## src/rtl/uart_frame_packer.sv

```systemverilog
// Packs 16-bit samples into byte frames (SYNC0, SYNC1, LEN, payload MSB-first[, CSUM]) for a TX FIFO.
// Define PACKER_CHECKSUM_EN to append a modulo-256 checksum of LEN and the payload bytes.
module uart_frame_packer #(
  parameter int         N_WORDS = 4,
  parameter logic [7:0] SYNC0   = 8'hAA,
  parameter logic [7:0] SYNC1   = 8'h55
) (
  input  logic        clk_in,
  input  logic        rst_n,
  input  logic        sample_valid,
  input  logic [15:0] sample_data,
  output logic        sample_ready,
  input  logic        full,
  input  logic        almost_full,
  output logic        wr_en,
  output logic [7:0]  din,
  output logic        frame_done,
  output logic [15:0] frame_cnt
);
  localparam logic [7:0] LEN_BYTE  = 8'(2 * N_WORDS);
  localparam logic [6:0] LAST_WORD = 7'(N_WORDS);

  typedef enum logic [2:0] {
    IDLE, SYNC_A, SYNC_B, LEN, WORD, MSB, LSB
`ifdef PACKER_CHECKSUM_EN
    , CSUM
`endif
  } state_t;

  state_t      state_q;
  logic [15:0] word_q;
  logic [6:0]  word_cnt_q;
  logic        wr_en_q, frame_done_q;
  logic [7:0]  din_q;
  logic [15:0] frame_cnt_q;
`ifdef PACKER_CHECKSUM_EN
  logic [7:0]  csum_q;
`endif

  logic       emit, fire, last_byte;
  logic [7:0] byte_d;

  always_comb begin
    emit   = 1'b1;
    byte_d = 8'h00;
    case (state_q)
      SYNC_A:  byte_d = SYNC0;
      SYNC_B:  byte_d = SYNC1;
      LEN:     byte_d = LEN_BYTE;
      MSB:     byte_d = word_q[15:8];
      LSB:     byte_d = word_q[7:0];
`ifdef PACKER_CHECKSUM_EN
      CSUM:    byte_d = csum_q;
`endif
      default: emit = 1'b0;
    endcase
  end

  // Issue only once the previous strobe has retired, so strobes never abut.
  assign fire = emit && !full && !almost_full && !wr_en_q;

`ifdef PACKER_CHECKSUM_EN
  assign last_byte = (state_q == CSUM);
`else
  assign last_byte = (state_q == LSB) && (word_cnt_q == LAST_WORD);
`endif

  always_ff @(posedge clk_in or negedge rst_n) begin
    if (!rst_n) begin
      state_q      <= IDLE;
      word_q       <= 16'h0;
      word_cnt_q   <= 7'd0;
      wr_en_q      <= 1'b0;
      frame_done_q <= 1'b0;
      din_q        <= 8'h00;
      frame_cnt_q  <= 16'h0;
`ifdef PACKER_CHECKSUM_EN
      csum_q       <= 8'h00;
`endif
    end else begin
      wr_en_q      <= fire;
      frame_done_q <= fire && last_byte;
      if (fire) din_q <= byte_d;
      if (fire && last_byte) frame_cnt_q <= frame_cnt_q + 16'd1;
      case (state_q)
        IDLE: if (sample_valid) begin
          state_q    <= SYNC_A;
          word_cnt_q <= 7'd0;
        end
        SYNC_A: if (fire) state_q <= SYNC_B;
        SYNC_B: if (fire) state_q <= LEN;
        LEN: if (fire) begin
          state_q <= WORD;
`ifdef PACKER_CHECKSUM_EN
          csum_q  <= LEN_BYTE;
`endif
        end
        WORD: if (sample_valid) begin
          word_q     <= sample_data;
          word_cnt_q <= word_cnt_q + 7'd1;
          state_q    <= MSB;
        end
        MSB: if (fire) begin
          state_q <= LSB;
`ifdef PACKER_CHECKSUM_EN
          csum_q  <= csum_q + word_q[15:8];
`endif
        end
        LSB: if (fire) begin
`ifdef PACKER_CHECKSUM_EN
          csum_q  <= csum_q + word_q[7:0];
          state_q <= (word_cnt_q == LAST_WORD) ? CSUM : WORD;
`else
          state_q <= (word_cnt_q == LAST_WORD) ? IDLE : WORD;
`endif
        end
`ifdef PACKER_CHECKSUM_EN
        CSUM: if (fire) state_q <= IDLE;
`endif
        default: state_q <= IDLE;
      endcase
    end
  end

  assign sample_ready = (state_q == WORD);
  assign wr_en        = wr_en_q;
  assign din          = din_q;
  assign frame_done   = frame_done_q;
  assign frame_cnt    = frame_cnt_q;
endmodule
```

## config.mk

```make
export PLATFORM = sky130hd
export DESIGN_NAME = uart_frame_packer
export DESIGN_NICKNAME = d
export VERILOG_FILES = /design/src/rtl/uart_frame_packer.sv
export SDC_FILE = /design/constraint.sdc
export NUM_CORES = 1
export LEC_CHECK = 0
export CAP_MARGIN = 10
export CORE_AREA = 2 2 111 102
export DETAILED_ROUTE_END_ITERATION = 16
export DIE_AREA = 0 0 113 104
export SETUP_SLACK_MARGIN = 0.3
export SLEW_MARGIN = 5
export SYNTH_ARGS = -nofsm -noshare
export SYNTH_HDL_FRONTEND = slang
export SYNTH_SLANG_ARGS = --single-unit
```

## constraint.sdc

```tcl
create_clock -name clk_in -period 4.25 [get_ports clk_in]
set_input_delay 0.85 -clock clk_in [delete_from_list [all_inputs] [get_ports clk_in]]
set_output_delay 0.85 -clock clk_in [all_outputs]
set_load 0.01 [all_outputs]
```

Yosys cells after proc, flatten, opt, wreduce, memory -nomap -nowiden
Index checks and enable logic that the tools add are counted.
Storage, ports and cells
  logic and storage cells: 51
  input bits: 21
  output and inout port bits: 27
  register bits after elaboration: 52
Cells by class
  equality and inequality tests: 14
  reduce and logical (&&, ||, !) cells: 14
  multiplexer cells: 14
  $add $sub $neg: 2
Operators with widths (number)
  $pmux 8 s5: 1
  $mux 3: 8
  $pmux 3 s7: 1
  $add 16x1->16 const B: 1
  $mux 7: 2
  $ne 2x2->1 const B: 7
  $pmux 7 s2: 1
  $eq 3x3->1 const B: 3
  $add 7x1->7 const B: 1
  $eq 7x3->1 const B: 1
  $reduce_and 7->1: 1
  $eq 3x2->1 const B: 2
  $logic_and 1x1->1: 5
  $reduce_or 5->1: 1
  $eq 3x1->1 const B: 1
  $logic_not 1->1: 3
  $logic_not 3->1: 1
  $reduce_and 3->1: 1
  $reduce_and 2->1: 1
  $reduce_bool 2->1: 1
  $mux 1: 1

Logic depth before layout (Yosys ltp)
Gate-level depths: netlist of the first run.
  depth in word-level cells: 8
  mapped depth: 7
  mapped depth without buffers: 6

Least setup slack after synthesis of the first run
Ideal clock, no wire load.
  path type: in2reg
  from: in sample_valid
  to: reg word_q[10]
  arrival time: 2.265 ns
  path buffers: 2
  required time: 4.125 ns
  library setup time: 0.125 ns
  slack: 1.860 ns
  stages on the path: 5
  cell sequence: or3b_2 > buf_2 > nor2_2 > buf_4 > mux2_2
On the way
  longest elaborated chain between the ends: 1
RTL lines
  from (decl): line 10  | input logic sample_valid,
  $reduce_and 2->1 (no line)
  to (signal assigned): line 99  | word_q <= sample_data;
  to (decl): line 31  | logic [15:0] word_q;
No other way between the ends.
A chain may end at the register's enable or synchronous reset.

Worst setup path after layout of the first run
  from: in full
  to: reg frame_cnt_q[15] (netlist: frame_cnt[15])
On the way
  longest elaborated chain between the ends: 5
RTL lines
  from (decl): line 13  | input logic full,
  $logic_not 1->1: line 60  | assign fire = emit && !full && !almost_full && !wr_en_q;
  $logic_and 1x1->1 (3 in a row): line 60
  $logic_and 1x1->1: line 84  | if (fire && last_byte) frame_cnt_q <= frame_cnt_q + 16'd1;
  to (signal assigned): line 84
  to (decl): line 35  | logic [15:0] frame_cnt_q;
No other way between the ends.

==> out/summary.txt, run 1 <==
Post-synth EDFFs: 0
Layout cells sized above 1: 11.7%
Clock sink count: 52
DIE HEIGHT: 104 um
Routed via count: 1,750
WL per Instance: 13.5 um
Root Buffer: clkbuf_16
Site Rows: 36
Vias in the first global route: 1,741
Worst-Skew Late Latency: 0.30 ns
Warnings, synthesis: 0
Fin. Hold Viols: 0
Worst Setup End Kind: flop
Die extent in x: 113 um
Critical Path AT: 3.08 ns
Max VDD drop: 0.000174 V
Leak Pwr: 1.25 nW
Largest stage delay on the critical path: 0.83 ns
Syn_nets: 242
Slowest stage cell, crit path: nor4b_4
Synth Area in XOR/XNOR: 5.51%
Layout Utilization: 29.5%
Top Ports: 48
Mux contribution to synthesized area: 8.81%
Max-slew headroom: 40.4%
Area growth syn-to-layout: 31.4%
Antenna viol nets, final: 0
Post-cts resize count: 0
TritonCTS clock tree: done
Global route overflow: 0
Data required, critical path: 4.43 ns
Achievable Freq: 345 MHz
Input/output buffers: 47
Synth unique cells: 37
Mapped cell area: 2380 um^2
RD Place Congestion: 0.767
Synth Area in Simple Gates: 18.4%
Max_cap viols: 0
Tightest Hold Check Type: flop to flop
Largest family of logic cells by synthesized area: simple AND/OR/NAND/NOR gates
Clk slew on worst S/H paths: 0.07 ns
Ant diodes: 0
Ys flop type: dfrtp_1
Sequential share of the synthesized area: 54.6%
Final #Nets: 289
Post-synth ARST share: 100%
Drt initial violations: 58
Post-Route WL: 5370 um
Cell count after synthesis: 218
Largest net degree at the start of global routing: 35
TritonRoute pass-1 iters: 6
H-tree Lvls: 2
Status: completed
Max-slew violations: 0
CTS buffer count: 5
Final worst clock skew: 0.00514 ns
Tot Pwr: 0.00162 W
Crit share post-route: 68.3%
Synth Area in Compound Gates: 8.39%
Drt drc: 0
PD cells: 516 nW/um^2
Fin crit period: 2.90 ns
Post-synthesis adder-cell area fraction: 1.57%
Clock tree buffer depth: 2
Layout fillers: 1,092
Final setup violating endpoints: 0
CTS Hold Bufs: 0
Global-route wire length before repair: 8870 um
CP Max Fanout: 17
All-Layer GR Usage: 9.44%
Worst Tran Pin Value: 0.890 ns
Core area: 10,600 um^2
Post-CTS setup repair buffer count: 0
Die area: 11,800 um^2
Setup TNS: 0 ns
Vias per Instance: 4.39
RSZ-0062 raised after global routing: false
Syn Area/Cell: 10.9 um^2
CP Cell Sequence: clkdlybuf4s50_1 > or3_2 > nor4b_4 > nand4_1 > xnor2_1
Initial antenna violation count: 0
Starting Density: 22.4%
Crit path launch type: primary input
Kind of critical path: primary input to flop
Final HPWL DP: 3850 um
Seq cells post-synth: 52
==> cell usage after synthesis, types with 3 or more instances <==
library cell  instances  area [um^2]
a21oi_1               3         15.0
a31oi_1               7         43.8
clkbuf_1              5         18.8
dfrtp_1              52         1300
ha_1                  3         37.5
inv_1                 5         18.8
mux2_2               16          180
mux2i_1               3         30.0
nand2_1              23         86.3
nand3_1              11         55.1
nand4_1               8         50.1
nor2_1                8         30.0
nor2b_1               9         56.3
nor3_1                6         30.0
nor3b_1               3         22.5
o21ai_0              20          100
xnor2_1              14          123
==> through the flow <==
step	instance area [um^2]	hold slack, ns	setup WS [ns]	cells
finish	3130	0.499	1.35	399
global route	3130	0.527	1.18	399
global placement	2980	0.463	1.07	391
detailed placement	2980	0.489	1.04	391
CTS	3130	0.503	1.34	399
floorplan	2380	0.475	1.86	218
==> sequential cells by signal, summed over array words and instances, names as in the netlist <==
register    count
din             8
word_cnt_q      7
frame_cnt      16
frame_done      1
wr_en           1
state_q         3
word_q         16
==> metal layers <==
layer	wire, um	vias up	part of all wire (%)	global-route usage (%)
li1	-	855	-	-
met1	2470	858	46	11.8
met2	2530	29	47	14.9
met3	237	8	4.4	2.62
met4	138	0	2.6	4.70
met5	0	-	0	0
==> final cells by class <==
class	count	area (um^2)	share of cell area, %
flip-flops and latches	52	1300	41.5
multi-input cells	152	1020	32.5
repair buffers	48	473	15.1
well taps	133	166	5.31
clock buffers	5	125	3.99
clock inverters	3	26.3	0.839
inverters	6	22.5	0.719
==> critical path, delay by kind of cell <==
| family | cells | cell delay, ns |
|---|---|---|
| AND/OR/NAND/NOR | 3 | 1.61 |
| buffers and inverters | 1 | 0.41 |
| XOR/XNOR | 1 | 0.20 |
==> cell families (layout without fill, tap and decap cells) <==
| kind of cell | count (synthesis) | count (layout) |
|---|---|---|
| compound gates | 35 | 35 |
| xor+xnor | 15 | 15 |
| fa+ha+maj | 3 | 3 |
| buf+inv | 14 | 62 |
| flops | 52 | 52 |
| mux | 19 | 19 |
| simple gates | 80 | 80 |
==> path summary, 6_finish.rpt <==
check,startpoint,to,slack [ns],depth (start not counted)
setup reg to reg,state_q[1]$_DFFE_PN0P_,word_q[10]$_DFFE_PN0P_,1.83,3
max in group asynchronous,rst_n,frame_cnt[5]$_DFFE_PN0P_,2.86,2
hold / removal,frame_cnt[12]$_DFFE_PN0P_,frame_cnt[12]$_DFFE_PN0P_,0.50,1
min in group asynchronous,rst_n,word_q[14]$_DFFE_PN0P_,0.63,1
setup / recovery,full,frame_cnt[15]$_DFFE_PN0P_,1.35,5
hold reg to reg,frame_cnt[12]$_DFFE_PN0P_,frame_cnt[12]$_DFFE_PN0P_,0.50,1
==> cells in the final DEF, fill, tap and decap left out, types with 5 or more instances in the layout <==
cell and n:
dfrtp_1 52, nand2_1 23, nor2_1 8, inv_1 5
clkbuf_16 5, nand3_1 11, nor3_1 6, o21ai_0 20
clkdlybuf4s50_1 46, a31oi_1 7, mux2_2 16, nor2b_1 9
nand4_1 8, xnor2_1 14
==> where the power goes <==
part	switching [W]	internal (W)
Clock	0.000193	0.000224
Sequential	0.000130	0.000643
Combinational	0.000191	0.000235
Total	0.000515	0.00110
(Power assumes the default switching activity.)
==> run 2: changes to the inputs <==
==> constraint.sdc (replaced) <==
create_clock -name clk_in -period 2.8 [get_ports clk_in]
set_input_delay 0.56 -clock clk_in [delete_from_list [all_inputs] [get_ports clk_in]]
set_output_delay 0.56 -clock clk_in [all_outputs]
set_load 0.01 [all_outputs]
==> run 2 against run 1 <==
The flow now finishes with violations (design-rule violations). Non-clock buffer count rose by 6. Cell area rose by 1.5%. Global-route usage rose by 0.16 points. Clock power grew 48%.
==> out/summary.txt, run 2 (synthesized netlist as in run 1, its figures left out) <==
Worst-Skew Late Latency: 0.29 ns
Critical Path AT: 1.80 ns
Crit share post-route: 84.3%
Tot Pwr: 0.00247 W
Post-Route WL: 5420 um
GR Util met2: 16.1%
DIE HEIGHT: 104 um
Layout Utilization: 29.9%
Status: finished with violations
Clock sink count: 52
CTS Hold Bufs: 0
Ant diodes: 0
RD Place Congestion: 0.732
Top Ports: 48
Final setup violating endpoints: 0
Layout fillers: 1,110
Tightest Hold Check Type: primary input to async pin
Site Rows: 36
Final HPWL DP: 3900 um
Fin. Hold Viols: 0
TritonRoute pass-1 iters: 10
Vias in the first global route: 1,916
Clk slew on worst S/H paths: 0.07 ns
Global-route wire length before repair: 9200 um
Routed via count: 1,771
Final worst clock skew: 0.00683 ns
Leak Pwr: 1.27 nW
Kind of critical path: flop to output port
Met1 usage: 12.1%
WL per Instance: 13.4 um
Data required, critical path: 2.24 ns
Input/output buffers: 47
Drt drc: 1
CP Max Fanout: 10
Antenna viol nets, final: 0
Setup TNS: 0 ns
Die area: 11,800 um^2
Drt initial violations: 59
Area growth syn-to-layout: 33.4%
Clock tree buffer depth: 2
Max-slew headroom: 48.6%
Setup WS post-layout: 0.440 ns
Violated checks: design-rule violations
Max VDD drop: 0.000259 V
Core area: 10,600 um^2
PD cells: 777 nW/um^2
All-Layer GR Usage: 9.59%
Achievable Freq: 424 MHz
Worst Tran Pin Value: 0.765 ns
GRT Max-Usage Layer: met2
Worst Setup End Kind: output port
Most frequent cells in the layout: dfrtp_1, clkdlybuf4s50_1, nand2_1
CTS buffer count: 5
Die extent in x: 113 um
Max-slew violations: 0
Global route overflow: 0
Initial antenna violation count: 0
Crit path launch type: flop
Max_cap viols: 0
Fin crit period: 2.36 ns
RSZ-0062 raised after global routing: false
Layout cells sized above 1: 13.6%
Met3 Use GR: 2.21%
Root Buffer: clkbuf_16
Most common cell after layout, fill and taps aside: dfrtp_1
H-tree Lvls: 2
Setup WS pre-CTS: 0.273 ns
Vias per Instance: 4.37
Starting Density: 22.4%
TritonCTS clock tree: done
Final #Nets: 295
Largest net degree at the start of global routing: 53
run 2: final cells by class:
class	count	area, um^2	share of cell area, %
Clock buffer	7	143	4.48
Clock inverter	1	7.51	0.236
Inverter	6	26.3	0.826
Multi-Input combinational cell	152	1020	32.0
Sequential cell	52	1300	40.9
Tap cell	133	166	5.23
Timing Repair Buffer	54	518	16.3
run 2: power by group:
group	leakage (nW)	internal [W]	switching [W]
Combinational	0.530	0.000373	0.000299
Clock	0.0701	0.000356	0.000262
Sequential	0.670	0.000977	0.000203
Total	1.27	0.00171	0.000764
run 2: critical path, stage by stage (launching register included):
cell	delay (ns)
dfrtp_1	0.55
clkinvlp_4	0.16
nor3_1	0.23
clkdlybuf4s50_1	0.57
run 2: path summary, 6_finish.rpt:
path	from	endpoint	slack [ns]	cells past startpoint
max in group asynchronous	rst_n	frame_cnt[6]$_DFFE_PN0P_	1.97	2
worst min register to register	frame_cnt[15]$_DFFE_PN0P_	frame_cnt[15]$_DFFE_PN0P_	0.48	1
worst max register to register	state_q[1]$_DFFE_PN0P_	word_q[3]$_DFFE_PN0P_	0.81	4
min in group clk_in	frame_cnt[15]$_DFFE_PN0P_	frame_cnt[15]$_DFFE_PN0P_	0.48	1
worst min-delay path	rst_n	word_q[14]$_DFFE_PN0P_	0.38	2
worst max-delay path	state_q[2]$_DFFE_PN0P_	sample_ready	0.44	3
run 2: repair_timing:
action / 4_1_cts / 5_1_grt
resized for setup: 1 / 0
buffers inserted: 1 / 0
setup endpoints to repair: 1 / 0
run 2: metal layers:
metal / part of all wire (%) / vias to the layer above / wire (um)
met3: 4.4 / 5 / 238
met5: 0 / - / 0
met1: 45 / 871 / 2440
met2: 49 / 29 / 2660
met4: 1.5 / 0 / 81
li1: - / 866 / -
run 2: stage by stage:
stage                     cell area [um^2]  std cells  hold slack, ns
after floorplan                       2380        218           0.264
after global placement                3020        396           0.466
after detailed placement              3020        396           0.466
after CTS                             3180        405           0.411
after global routing                  3180        405           0.433
final                                 3180        405           0.377
